==> config.mk <==
export PLATFORM = sky130hd
export DESIGN_NAME = mem_access
export DESIGN_NICKNAME = d
export VERILOG_FILES = /design/src/rtl/mem_access_pkg.sv /design/src/rtl/mem_access_align.sv /design/src/rtl/mem_access.sv
export SDC_FILE = /design/constraint.sdc
export NUM_CORES = 1
export LEC_CHECK = 0
export ABC_AREA = 1
export BUFFER_PORTS_ARGS = -buffer_cell sky130_fd_sc_hd__buf_4
export CAP_MARGIN = 20
export CELL_PAD_IN_SITES_DETAIL_PLACEMENT = 2
export CELL_PAD_IN_SITES_GLOBAL_PLACEMENT = 2
export CORE_AREA = 2 2 247 249
export CTS_BUF_LIST = sky130_fd_sc_hd__clkbuf_2 sky130_fd_sc_hd__clkbuf_4 sky130_fd_sc_hd__clkbuf_8
export DETAILED_ROUTE_END_ITERATION = 12
export DIE_AREA = 0 0 249 251
export HOLD_SLACK_MARGIN = 0.08
export PLACE_DENSITY = 0.83
export SLEW_MARGIN = 20
export SYNTH_ARGS = -nofsm -noshare
export SYNTH_HDL_FRONTEND = slang
export SYNTH_SLANG_ARGS = --single-unit
==> constraint.sdc <==
create_clock -name clk -period 2.8 [get_ports clk]
set_input_delay 0.28 -clock clk [delete_from_list [all_inputs] [get_ports clk]]
set_output_delay 0.28 -clock clk [all_outputs]
set_load 0.02 [all_outputs]
==> src/rtl/mem_access_pkg.sv <==
// Shared type definitions for the memory-access stage.
// common : data-bus request/response structs and the access-size encoding.
// pipes  : pipeline register structs, the stage FSM state type and the
//          misaligned-access exception codes.

package common;

   // Access size encoded as log2 of the byte count
   typedef enum logic [1:0] {
      MSIZE1 = 2'd0,
      MSIZE2 = 2'd1,
      MSIZE4 = 2'd2,
      MSIZE8 = 2'd3
   } msize_t;

   typedef struct packed {
      logic        valid;
      logic [63:0] addr;
      msize_t      size;
      logic [7:0]  strobe;
      logic [63:0] data;
   } dbus_req_t;

   typedef struct packed {
      logic        addr_ok;
      logic        data_ok;
      logic [63:0] data;
   } dbus_resp_t;

endpackage

package pipes;
   import common::*;

   typedef enum logic [1:0] {
      S_IDLE,
      S_WAIT,
      S_DONE,
      S_DRAIN
   } mem_state_t;

   // RISC-V cause codes; zero means no exception
   localparam logic [3:0] EXC_NONE           = 4'd0;
   localparam logic [3:0] EXC_LOAD_MISALIGN  = 4'd4;
   localparam logic [3:0] EXC_STORE_MISALIGN = 4'd6;

   typedef struct packed {
      logic       regWrite;
      logic       memRead;
      logic       memWrite;
      msize_t     msize;
      logic       memUnsigned;
      logic [3:0] exception;
   } ctl_t;

   typedef struct packed {
      logic        valid;
      logic [63:0] pc;
      ctl_t        ctl;
      logic [4:0]  dst;
      logic [63:0] srcb;
      logic [63:0] alu_out;
   } execute_data_t;

   typedef struct packed {
      logic        valid;
      logic [63:0] pc;
      ctl_t        ctl;
      logic [4:0]  dst;
      logic [63:0] alu_out;
      logic [63:0] rdata;
   } memory_data_t;

   // True when the low address bits are not a multiple of the access size
   function automatic logic is_misaligned(input logic [2:0] offset, input msize_t size);
      logic result;
      result = 1'b0;
      case (size)
         MSIZE1:  result = 1'b0;
         MSIZE2:  result = offset[0];
         MSIZE4:  result = |offset[1:0];
         default: result = |offset[2:0];
      endcase
      return result;
   endfunction

endpackage

==> src/rtl/mem_access_align.sv <==
// Byte-lane alignment for the memory stage (purely combinational).
// Store path shifts data and strobes into the addressed lanes; load path
// shifts the returned doubleword down and sign- or zero-extends it.

module mem_align
   import common::*;
(
   input  logic [2:0]  offset,
   input  msize_t      size,
   input  logic        is_unsigned,
   input  logic [63:0] store_data,
   input  logic [63:0] load_data,
   output logic [63:0] wdata,
   output logic [7:0]  strobe,
   output logic [63:0] rdata
);

   logic [5:0]  shamt;
   logic [7:0]  strobe_base;
   logic [63:0] raw;

   assign shamt = {offset, 3'b000};

   // Store lanes: lanes shifted past byte 7 are simply dropped
   always_comb begin
      strobe_base = 8'hFF;
      case (size)
         MSIZE1:  strobe_base = 8'h01;
         MSIZE2:  strobe_base = 8'h03;
         MSIZE4:  strobe_base = 8'h0F;
         default: strobe_base = 8'hFF;
      endcase
      strobe = strobe_base << offset;
      wdata  = store_data << shamt;
   end

   // Load extraction: bring the addressed bytes to bit 0, then extend
   always_comb begin
      raw   = load_data >> shamt;
      rdata = raw;
      case (size)
         MSIZE1:  rdata = is_unsigned ? {56'd0, raw[7:0]}  : {{56{raw[7]}},  raw[7:0]};
         MSIZE2:  rdata = is_unsigned ? {48'd0, raw[15:0]} : {{48{raw[15]}}, raw[15:0]};
         MSIZE4:  rdata = is_unsigned ? {32'd0, raw[31:0]} : {{32{raw[31]}}, raw[31:0]};
         default: rdata = raw;
      endcase
   end

endmodule

==> src/rtl/mem_access.sv <==
// Memory-access stage of the 64-bit pipeline. Issues exactly one data-bus
// transaction per load/store, holds the pipe while the bus is busy, and
// drains transactions orphaned by a flush.
// Optional feature: define MEM_MISALIGN_CHECK_EN to trap misaligned accesses
// instead of issuing them.

module mem_access
   import common::*;
   import pipes::*;
#(
   parameter int ADDR_W = 64
)
(
   input  logic          clk,
   input  logic          resetn,
   input  execute_data_t dataE,
   input  logic          stall_in,
   input  logic          flush,
   output dbus_req_t     dreq,
   input  dbus_resp_t    dresp,
   output memory_data_t  dataM,
   output logic          stallM
);

   mem_state_t  state_q, state_d;
   logic [63:0] rdata_q, rdata_d;
   dbus_req_t   req_q, req_d;

   logic        mem_op;
   logic        misaligned;
   logic        issue_ok;
   logic        kill;
   logic [63:0] st_data;
   logic [7:0]  st_strobe;
   logic [63:0] align_rdata;
   logic [63:0] load_value;
   logic [63:0] rdata_out;
   dbus_req_t   issue_req;

   mem_align u_align (
      .offset      (dataE.alu_out[2:0]),
      .size        (dataE.ctl.msize),
      .is_unsigned (dataE.ctl.memUnsigned),
      .store_data  (dataE.srcb),
      .load_data   (dresp.data),
      .wdata       (st_data),
      .strobe      (st_strobe),
      .rdata       (align_rdata)
   );

   assign mem_op = dataE.valid & (dataE.ctl.memRead | dataE.ctl.memWrite);

`ifdef MEM_MISALIGN_CHECK_EN
   assign misaligned = mem_op & is_misaligned(dataE.alu_out[2:0], dataE.ctl.msize);
`else
   assign misaligned = 1'b0;
`endif

   assign issue_ok   = mem_op & ~misaligned & ~flush;
   assign load_value = dataE.ctl.memRead ? align_rdata : 64'd0;

   // Request as built from the instruction currently in the stage
   always_comb begin
      issue_req        = '0;
      issue_req.valid  = 1'b1;
      issue_req.addr   = 64'(dataE.alu_out[ADDR_W-1:0]);
      issue_req.size   = dataE.ctl.msize;
      issue_req.strobe = st_strobe;
      issue_req.data   = st_data;
   end

   // Next-state, bus request and stall; the completing cycle never stalls so the
   // instruction leaves M before it could be issued a second time
   always_comb begin
      state_d    = state_q;
      rdata_d    = rdata_q;
      req_d      = req_q;
      dreq       = issue_req;
      dreq.valid = 1'b0;
      stallM     = 1'b0;
      rdata_out  = 64'd0;
      kill       = flush;
      unique case (state_q)
         S_IDLE: begin
            if (issue_ok) begin
               dreq.valid = 1'b1;
               req_d      = issue_req;
               if (dresp.data_ok) begin
                  rdata_out = load_value;
                  rdata_d   = load_value;
                  if (stall_in) state_d = S_DONE;
               end else begin
                  stallM  = 1'b1;
                  state_d = S_WAIT;
               end
            end
         end
         S_WAIT: begin
            dreq       = req_q;
            dreq.valid = 1'b1;
            if (flush) begin
               stallM  = 1'b1;
               state_d = dresp.data_ok ? S_IDLE : S_DRAIN;
            end else if (dresp.data_ok) begin
               rdata_out = load_value;
               rdata_d   = load_value;
               state_d   = stall_in ? S_DONE : S_IDLE;
            end else begin
               stallM = 1'b1;
            end
         end
         S_DONE: begin
            rdata_out = rdata_q;
            if (flush || !stall_in) state_d = S_IDLE;
         end
         S_DRAIN: begin
            dreq       = req_q;
            dreq.valid = 1'b1;
            stallM     = 1'b1;
            kill       = 1'b1;
            if (dresp.data_ok) state_d = S_IDLE;
         end
         default: state_d = S_IDLE;
      endcase
      if (!resetn) begin
         dreq.valid = 1'b0;
         stallM     = 1'b0;
      end
   end

   // State, captured load data and the in-flight request
   always_ff @(posedge clk) begin
      if (!resetn) begin
         state_q <= S_IDLE;
         rdata_q <= 64'd0;
         req_q   <= '0;
      end else begin
         state_q <= state_d;
         rdata_q <= rdata_d;
         req_q   <= req_d;
      end
   end

   // Forward the instruction to writeback with its load value and any trap
   always_comb begin
      dataM         = '0;
      dataM.valid   = dataE.valid & ~kill;
      dataM.pc      = dataE.pc;
      dataM.ctl     = dataE.ctl;
      dataM.dst     = dataE.dst;
      dataM.alu_out = dataE.alu_out;
      dataM.rdata   = rdata_out;
      if (misaligned) begin
         dataM.ctl.exception = dataE.ctl.memWrite ? EXC_STORE_MISALIGN : EXC_LOAD_MISALIGN;
      end
   end

endmodule

==> flow_metrics.py, run 1 <==
metrics = {
    "outcome": {
        "outcome": "complete, no violations",
    },
    "worst_setup_path": {
        "cp.required_ps": 2520,
        "crit_path_frequent_cell": "buf_4",
        "critPathLaunch": "state_q[0]",
        "crit_end": "dreq[12]",
        "crit_slowest_cell": "nor2_1",
        "worstPathMaxFanout": 10,
        "r2r-start": "state_q[0]",
        "crit_buf_inv": 3,
        "ff2ff_setup_slack_ps": 310,
        "critical_path.top_delay_family": "buffers and inverters",
        "cp.arrival_ps": 2470,
        "cp.depth": 5,
        "crit_chain": "nor2_1 -> inv_1 -> buf_4 -> o21ai_0 -> buf_4",
        "cp-start-kind": "flop",
        "r2r_cells": 9,
        "r2r_end": "req_q[102]",
        "end_kind": "output pin",
        "critPathKind": "reg -> out",
        "cpPeakStageDelay_ps": 530,
    },
    "min_path": {
        "min_from": "dataE[68]",
        "hp-class": "in -> reg",
    },
    "floorplan": {
        "dieWidth_um": 249,
        "rows": 90,
        "initial_utilization_pct": 24.3,
        "core_um2": 59800,
        "die_h_um": 251,
        "io-pin-count": 626,
        "die-area_um2": 62500,
    },
    "timing": {
        "hold_ws_ps": 118,
        "setup_ws_ps": 54.5,
        "drv_slew": 0,
        "rsz0062_at_grt": "yes",
        "slew_headroom_pct": 33.1,
        "tightest_slew_ps": 1000,
        "period_share_pct": 98.1,
        "hold_violations": 0,
        "fmax_mhz": 364,
        "period_minus_slack_ps": 2750,
        "setup_viol": 0,
        "skew_ps": 26.4,
        "finalSetupTns_ps": 0,
    },
    "routing": {
        "drtIter0Drc": 1077,
        "num_vias": 17850,
        "wl_um": 82900,
        "ant_nets": 0,
        "drt-pass1-iter-count": 5,
        "viasPerCell": 5.08,
        "wl_per_cell_um": 23.6,
        "route.detailed.drc": 0,
    },
    "yosys": {
        "yosys.cell_types.count": 39,
        "yosys_warnings": 0,
        "synthSimpleGateAreaFrac_pct": 25.4,
        "synth-seq-cells": 204,
        "synth_compound_area_share_pct": 27.3,
        "synth_xor_xnor_area_share_pct": 0,
        "syn_avg_cell_area_um2": 6.16,
        "synth_top_family_by_area": "compound AO/OA/AOI/OAI gates",
        "syn_nets": 2635,
        "synth_area_um2": 14500,
        "yosys-mux-area-fraction_pct": 0.207,
        "netlist_instances": 2357,
        "synth-adder-area-share_pct": 0,
        "seq_area_frac_synth_pct": 28.1,
    },
    "cells_and_area": {
        "area_delta_synth_final_pct": 35.5,
        "final_net_count": 2972,
        "fillers": 7173,
        "final_common_cell": "nand2_1",
        "layout_common_cells": "623 x nand2_1, 537 x buf_4, 309 x o21ai_0",
        "drive_above_1_share_pct": 26.1,
    },
    "cts": {
        "cts-buffers-inserted": 43,
        "clk_path_buf_depth": 3,
        "cts_root_buf": "clkbuf_8",
        "htreeDepth": 2,
        "clock-sinks": 204,
        "clkLatencyLatePin_ps": 630,
        "cts.clk_slew.worst_paths_ps": 60,
        "cts_tree": "done",
    },
    "power_and_ir_drop": {
        "p_seq_share_pct": 31.4,
        "p_leak_nw": 8.86,
        "power.density_nw_per_um2": 507,
        "power.net_switching_w": 0.00370,
        "p_int_w": 0.00627,
        "combPwrFrac_pct": 30.6,
        "p_clk_share_pct": 38.0,
        "ir_drop_mv": 0.264,
        "switching_share_pct": 37.1,
    },
    "grt": {
        "antenna_found_initial": 8,
        "gr-usage-all-layers_pct": 25.8,
        "grt_pass1_wl_um": 124000,
        "busiest_layer": "met2",
        "grt_max_degree": 187,
        "met2_usage_pct": 43.8,
        "first_global_vias": 19513,
        "met3_usage_pct": 5.95,
        "use_met1_pct": 31.2,
        "overflow": 0,
    },
    "placed_design": {
        "place_ws_ps": 2.99,
        "hpwl_um": 57600,
        "gp_congestion": 0.873,
        "port_buffers": 476,
    },
    "job": {
        "cap_violations": 0,
    },
}
[worst min-delay path: stages]
cell and delay, ps:
buf_4 110, inv_1 100, nor2_1 70, nand2_1 70, a21oi_1 60
[metal layers]
layer  routed length [um]  vias to the layer above
li1                     -                     8256
met1                34600                     8813
met2                39800                      606
met3                 5070                      169
met4                 3380                        6
met5                   37                        -
[logic make-up after synthesis]
kind of cell | count (synthesis)
AND/OR/NAND/NOR | 866
multiplexers | 3
AO/OA/AOI/OAI | 743
buffers and inverters | 541
flip-flops | 204
[timing repair]
item                       in CTS  in global routing
hold endpoints to repair       69                  0
pin swaps                       5                  3
setup buffers                   3                  6
cloned                          2                  0
setup endpoints to repair      64                 54
hold buffers                   70                  0
gates resized for setup         7                 14
[worst min-delay path by stage]
stage	end	slack (ps)	depth (start not counted)
floorplan	req_q[77]	420	2
global placement	req_q[105]	430	2
detailed placement	req_q[97]	450	2
CTS	req_q[4]	80	5
global route	req_q[72]	130	3
finish	req_q[4]	120	5
[synth_stat cells (all sizes together)]
library cell / n / area share (%)
inv: 207 / 5.4
nand2: 629 / 16
or2: 20 / 0.86
dfxtp: 204 / 28
nand4: 3 / 0.13
o21a: 1 / 0.052
o211ai: 44 / 2.3
buf: 221 / 11
nor3: 2 / 0.069
a211oi: 1 / 0.052
o21ai: 358 / 12
o22ai: 20 / 0.86
nor2: 87 / 2.5
nand3: 125 / 5.5
a22oi: 12 / 0.62
o2111ai: 1 / 0.060
mux2i: 3 / 0.21
o311ai: 8 / 0.48
clkbuf: 110 / 2.8
a21oi: 292 / 10
clkinv: 3 / 0.078
o21bai: 3 / 0.16
o31ai: 3 / 0.16
[flip-flops by register name, summed over array words and instances, names as in the netlist]
signal   count
state_q      2
rdata_q     64
req_q      138
[area by class of cell]
cell class	instances	area, um2	area share [%]
Multi-Input combinational cell	1612	7720	39.3
Inverter	210	808	4.11
Antenna cell	5	12.5	0.0636
Clock buffer	64	850	4.32
Clock inverter	14	138	0.699
Timing Repair Buffer	623	5080	25.8
Sequential cell	204	4090	20.8
Tap cell	782	978	4.97
[through the flow]
stage | area (um2) | total power (W) | std cells | utilization, %
3_3_place_gp | 17800 | 0.00593 | 3350 | 29.7
5_1_grt | 19700 | 0.0104 | 3514 | 32.9
4_1_cts | 19600 | 0.00994 | 3503 | 32.7
3_5_place_dp | 17800 | 0.00604 | 3350 | 29.7
6_report | 19700 | 0.00998 | 3514 | 32.9
2_1_floorplan | 14500 | 0.00489 | 2357 | -
[power by group through the flow]
| stage | logic, W | clock network [W] | registers (W) |
|---|---|---|---|
| floorplan | 0.00173 | 0 | 0.00316 |
| global placement | 0.00276 | 0 | 0.00317 |
| detailed placement | 0.00285 | 0 | 0.00318 |
| CTS | 0.00298 | 0.00384 | 0.00312 |
| global route | 0.00328 | 0.00402 | 0.00315 |
| finish | 0.00305 | 0.00379 | 0.00314 |
Note: power is estimated with default switching activity, not from simulation.
==> run 2: changes to the inputs <==
--- a/config.mk
+++ b/config.mk
@@ -16,6 +16,7 @@
 export DIE_AREA = 0 0 249 251
 export HOLD_SLACK_MARGIN = 0.08
 export PLACE_DENSITY = 0.83
+export REMOVE_ABC_BUFFERS = 1
 export SLEW_MARGIN = 20
 export SYNTH_ARGS = -nofsm -noshare
 export SYNTH_HDL_FRONTEND = slang
==> run 2 against run 1 <==
Compared with the run above: wire length up 9.7%; worst setup slack better by 61 ps; non-clock buffer count down 10; fmax up 2.3%; combinational power down 4%; global-route usage up 2.2 points; critical path type unchanged; critical endpoint is now dataM[26]; largest cell class unchanged; largest power group unchanged; highest routed layer unchanged.
==> flow_metrics.py, run 2 (same netlist as run 1, synthesis figures left out) <==
metrics = {
    "routing": {
        "wl_per_cell_um": 25.9,
        "route.detailed.drc": 0,
        "drt-pass1-iter-count": 6,
        "drtIter0Drc": 1067,
        "wl_um": 90900,
        "viasPerCell": 5.24,
        "ant_nets": 0,
        "num_vias": 18383,
    },
    "grt": {
        "grt_max_degree": 139,
        "gr-usage-all-layers_pct": 28.0,
        "antenna_found_initial": 9,
        "grt_pass1_wl_um": 131000,
        "first_global_vias": 19353,
        "overflow": 0,
    },
    "worst_setup_path": {
        "crit_slowest_cell": "dfxtp_2",
        "end_kind": "output pin",
        "cp.arrival_ps": 2400,
        "cpPeakStageDelay_ps": 330,
        "critPathKind": "reg -> out",
        "cp-start-kind": "flop",
        "crit_buf_inv": 5,
        "worstPathMaxFanout": 4,
        "crit_chain": "inv_1 -> nand2_1 -> nor2_4 -> o21ai_4 -> buf_4 -> clkinv_2 -> buf_4 -> nand3_1 -> a21oi_1 -> buf_4",
        "cp.required_ps": 2520,
        "crit_path_frequent_cell": "buf_4",
        "critical_path.top_delay_family": "buffers and inverters",
    },
    "cts": {
        "clk_path_buf_depth": 3,
        "clock-sinks": 204,
        "cts.clk_slew.worst_paths_ps": 60,
        "cts_root_buf": "clkbuf_8",
        "clkLatencyLatePin_ps": 630,
        "cts_tree": "done",
        "cts-buffers-inserted": 46,
        "htreeDepth": 2,
    },
    "floorplan": {
        "io-pin-count": 626,
        "dieWidth_um": 249,
        "core_um2": 59800,
        "die_h_um": 251,
        "initial_utilization_pct": 24.3,
        "rows": 90,
        "die-area_um2": 62500,
    },
    "outcome": {
        "outcome": "complete, no violations",
    },
    "timing": {
        "drv_slew": 0,
        "rsz0062_at_grt": "no",
        "period_share_pct": 95.9,
        "tightest_slew_ps": 802,
        "period_minus_slack_ps": 2680,
        "hold_violations": 0,
        "skew_ps": 18.6,
        "fmax_mhz": 372,
        "setup_viol": 0,
        "slew_headroom_pct": 46.5,
    },
    "placed_design": {
        "place_area_um2": 17700,
        "dp_cells": 3340,
        "gp_congestion": 0.868,
        "hpwl_um": 64700,
        "port_buffers": 476,
    },
    "cells_and_area": {
        "final_net_count": 2966,
        "largest_reg_flops": 138,
        "area_delta_synth_final_pct": 35.2,
        "fin_area_um2": 19600,
        "seqCellArea_um2": 4090,
        "fillers": 7199,
        "drive_above_1_share_pct": 26.1,
        "final_cells": 3511,
        "multi_input_area_um2": 7750,
        "final_common_cell": "nand2_1",
        "top_register": "req_q",
        "top_regs": "req_q x138, rdata_q x64, state_q x2",
        "layout_common_cells": "622 x nand2_1, 524 x buf_4, 304 x o21ai_0",
    },
    "power_and_ir_drop": {
        "p_leak_nw": 8.82,
        "power.density_nw_per_um2": 505,
        "ir_drop_mv": 0.271,
    },
    "min_path": {
        "hp-class": "in -> reg",
    },
    "job": {
        "cap_violations": 0,
    },
}
==> run 2: metal layers <==
metal | vias to the layer above | wire length [um] | global-route usage (%)
li1 | 8241 | - | -
met1 | 9156 | 40100 | 35.6
met2 | 797 | 37800 | 41.4
met3 | 175 | 9510 | 12.6
met4 | 14 | 2860 | 8.66
met5 | - | 617 | 7.26
==> run 2: where the power goes <==
part / internal (W) / switching, W
Combinational: 0.00104 / 0.00190
Sequential: 0.00306 / 0.0000631
Clock: 0.00225 / 0.00160
Total: 0.00635 / 0.00356
==> run 2: path summary, 6_finish.rpt <==
| path | from | endpoint | slack [ps] | cells after the start |
|---|---|---|---|---|
| setup / recovery | state_q[1] | dataM[26] | 120 | 10 |
| hold / removal | dataE[139] | rdata_q[21] | 170 | 5 |
| setup reg to reg | state_q[0] | req_q[89] | 280 | 9 |
| hold reg to reg | req_q[112] | req_q[112] | 450 | 2 |
==> run 2: timing repair <==
| action | CTS | global route |
|---|---|---|
| pin swaps | 2 | 3 |
| gates cloned | 1 | 1 |
| resized for setup | 19 | 15 |
| buffers inserted | 4 | 4 |
| hold endpoints to repair | 72 | 0 |
| endpoints found under the setup margin | 67 | 32 |
| hold buffers | 72 | 0 |
==> run 2: worst min-delay path: stages <==
cell and delay (ps):
buf_4 170, nand2_1 80, nand2_1 50, nand3_1 80, a21oi_1 70
==> run 2: metrics by stage <==
step	TNS (ps)	setup slack, ps	hold WS (ps)	util, %	total power (W)
floorplan	-943280	-4400	378	-	0.00442
global placement	0	244	434	29.6	0.00585
detailed placement	0	31.2	445	29.6	0.00596
CTS	0	24.7	117	32.7	0.0100
global route	0	5.80	159	32.8	0.0104
finish	0	115	166	32.8	0.00991
==> run 2: final cells by class <==
class | count | area share (%)
Antenna cell | 7 | 0.0892
Clock buffer | 73 | 4.67
Clock inverter | 9 | 0.497
Inverter | 210 | 4.14
Multi-Input combinational cell | 1612 | 39.5
Sequential cell | 204 | 20.8
Tap cell | 782 | 4.98
Timing Repair Buffer | 613 | 25.3
Timing Repair inverter | 1 | 0.0255
==> run 3: changes to the inputs <==
--- a/config.mk
+++ b/config.mk
@@ -15,7 +15,7 @@
 export DETAILED_ROUTE_END_ITERATION = 12
 export DIE_AREA = 0 0 249 251
 export HOLD_SLACK_MARGIN = 0.08
-export PLACE_DENSITY = 0.83
+export PLACE_DENSITY = 0.79
 export REMOVE_ABC_BUFFERS = 1
 export SLEW_MARGIN = 20
 export SYNTH_ARGS = -nofsm -noshare
==> run 3 against run 2 <==
Compared with the run above: flip-flop and latch count stayed put; first-iteration DRC count is 12% lower; cell count is 0.11% lower; clock skew is 4.4 ps lower; critical endpoint is now dataM[50]; cell area is 0.10% lower; largest cell class unchanged; core utilization hardly changed; sequential power hardly changed.
==> flow_metrics.py, run 3 (same netlist as run 1, synthesis figures left out) <==
metrics = {
    "power_and_ir_drop": {
        "p_seq_share_pct": 32.3,
        "power.net_switching_w": 0.00356,
        "switching_share_pct": 36.8,
        "ir_drop_mv": 0.253,
        "power.density_nw_per_um2": 494,
        "p_leak_nw": 8.80,
        "p_int_w": 0.00613,
        "combPwrFrac_pct": 30.4,
        "p_clk_share_pct": 37.4,
        "p_total_w": 0.00969,
    },
    "timing": {
        "slew_headroom_pct": 46.1,
        "period_minus_slack_ps": 2760,
        "setup_viol": 0,
        "drv_slew": 0,
        "period_share_pct": 98.7,
        "hold_violations": 0,
        "hold_ws_ps": 134,
        "tightest_slew_ps": 808,
        "rsz0062_at_grt": "yes",
        "fmax_mhz": 362,
        "skew_ps": 14.2,
    },
    "outcome": {
        "outcome": "complete, no violations",
    },
    "grt": {
        "busiest_layer": "met2",
        "first_global_vias": 19116,
        "overflow": 0,
        "antenna_found_initial": 9,
        "use_met1_pct": 33.1,
        "met3_usage_pct": 14.2,
        "met2_usage_pct": 40.8,
        "gr-usage-all-layers_pct": 27.3,
        "grt_pass1_wl_um": 128000,
        "grt_max_degree": 115,
    },
    "floorplan": {
        "die-area_um2": 62500,
        "dieWidth_um": 249,
        "die_h_um": 251,
        "io-pin-count": 626,
        "initial_utilization_pct": 24.3,
        "rows": 90,
        "core_um2": 59800,
    },
    "worst_setup_path": {
        "crit_buf_inv": 5,
        "end_kind": "output pin",
        "critPathLaunch": "state_q[1]",
        "cp.required_ps": 2520,
        "r2r-start": "state_q[0]",
        "r2r_cells": 9,
        "critPathKind": "reg -> out",
        "cp-start-kind": "flop",
        "cpPeakStageDelay_ps": 330,
        "crit_path_frequent_cell": "buf_4",
        "cp.arrival_ps": 2480,
        "critical_path.top_delay_family": "buffers and inverters",
        "worstPathMaxFanout": 7,
        "cp.depth": 10,
        "crit_chain": "inv_1 -> nand2_2 -> nor2_4 -> o21ai_4 -> buf_4 -> inv_6 -> buf_4 -> nand3_2 -> a21oi_1 -> buf_4",
        "crit_slowest_cell": "dfxtp_2",
    },
    "routing": {
        "ant_nets": 0,
        "wl_um": 88600,
        "num_vias": 17969,
        "wl_per_cell_um": 25.3,
        "route.detailed.drc": 0,
        "viasPerCell": 5.12,
        "drt-pass1-iter-count": 5,
        "drtIter0Drc": 942,
    },
    "cts": {
        "cts.clk_slew.worst_paths_ps": 50,
        "htreeDepth": 2,
        "cts-buffers-inserted": 44,
        "clkLatencyLatePin_ps": 610,
        "cts_tree": "done",
        "clock-sinks": 204,
        "cts_root_buf": "clkbuf_8",
        "clk_path_buf_depth": 3,
    },
    "cells_and_area": {
        "final_net_count": 2963,
        "top_register": "req_q",
        "fillers": 7222,
        "top_regs": "req_q x138, rdata_q x64, state_q x2",
        "seqCellArea_um2": 4090,
        "final_common_cell": "nand2_1",
        "largest_reg_flops": 138,
        "drive_above_1_share_pct": 26.3,
        "area_delta_synth_final_pct": 35.1,
        "multi_input_area_um2": 7770,
        "layout_common_cells": "622 x nand2_1, 523 x buf_4, 303 x o21ai_0",
    },
    "min_path": {
        "hp-class": "in -> reg",
        "min_from": "dataE[66]",
        "whs_path_depth": 5,
    },
    "placed_design": {
        "hpwl_um": 63900,
        "port_buffers": 476,
        "gp_congestion": 0.841,
    },
    "job": {
        "cap_violations": 0,
    },
}
run 3: cell count changes in the layout (fill, tap and decap cells not counted), moves of 2 or more:
cell           delta
buf_12            +2
clkbuf_4          -5
clkbuf_8          -3
clkinv_2          +5
clkinv_8          +2
dlygate4sd3_1     -2
nand3_1           -2
nand3_2           +2
run 3: final cells by class:
type | count | area share (%)
antenna | 6 | 0.0766
clock buffer | 65 | 4.27
clock inverter | 15 | 0.523
inverter | 210 | 4.22
multi-input combinational | 1612 | 39.6
sequential | 204 | 20.8
tap | 782 | 4.99
timing repair buffer | 612 | 25.4
timing repair inverter | 1 | 0.0447
run 3: metrics by stage:
stage | setup slack (ps) | cells | util (%) | setup TNS, ps | cell area (um2)
3_3_place_gp | 107 | 3343 | 29.7 | 0 | 17700
2_1_floorplan | -4400 | 2026 | - | -943280 | 12500
3_5_place_dp | 83.9 | 3343 | 29.7 | 0 | 17700
5_1_grt | -70.8 | 3507 | 32.8 | -115 | 19600
4_1_cts | 0.142 | 3493 | 32.5 | 0 | 19400
6_report | 37.4 | 3507 | 32.8 | 0 | 19600
run 3: worst register-to-register path: stages, from the launching register on:
cell           delay (ps)
dfxtp_4               410
buf_6                 310
nand2_1               120
inv_2                  80
buf_12                310
o21ai_0               220
o2111ai_1             190
o21bai_1              170
dlygate4sd3_1         580
a21oi_1                60
run 3: final timing paths:
kind	slack (ps)	to
setup reg to reg	210	state_q[1]
hold / removal	130	req_q[2]
hold reg to reg	450	req_q[105]
setup / recovery	40	dataM[50]
run 3: per-layer routing:
layer / vias to the layer above / part of all wire, %
met1: 8865 / 42
met2: 705 / 42
met3: 144 / 11
met5: - / 0.78
met4: 14 / 2.8
li1: 8241 / -
run 3: power by group through the flow:
stage	clock network (W)	registers, W	logic (W)
2_1_floorplan	0	0.00319	0.00124
4_1_cts	0.00373	0.00312	0.00290
5_1_grt	0.00384	0.00314	0.00318
3_3_place_gp	0	0.00317	0.00270
6_report	0.00362	0.00313	0.00294
3_5_place_dp	0	0.00318	0.00279
run 3: repair_timing:
| action | CTS | global route |
|---|---|---|
| hold buffers | 70 | 0 |
| cloned | 0 | 2 |
| buffers inserted | 0 | 6 |
| setup endpoints to repair | 70 | 62 |
| resized for setup | 16 | 28 |
| pin swaps | 0 | 2 |
| hold endpoints to repair | 73 | 0 |
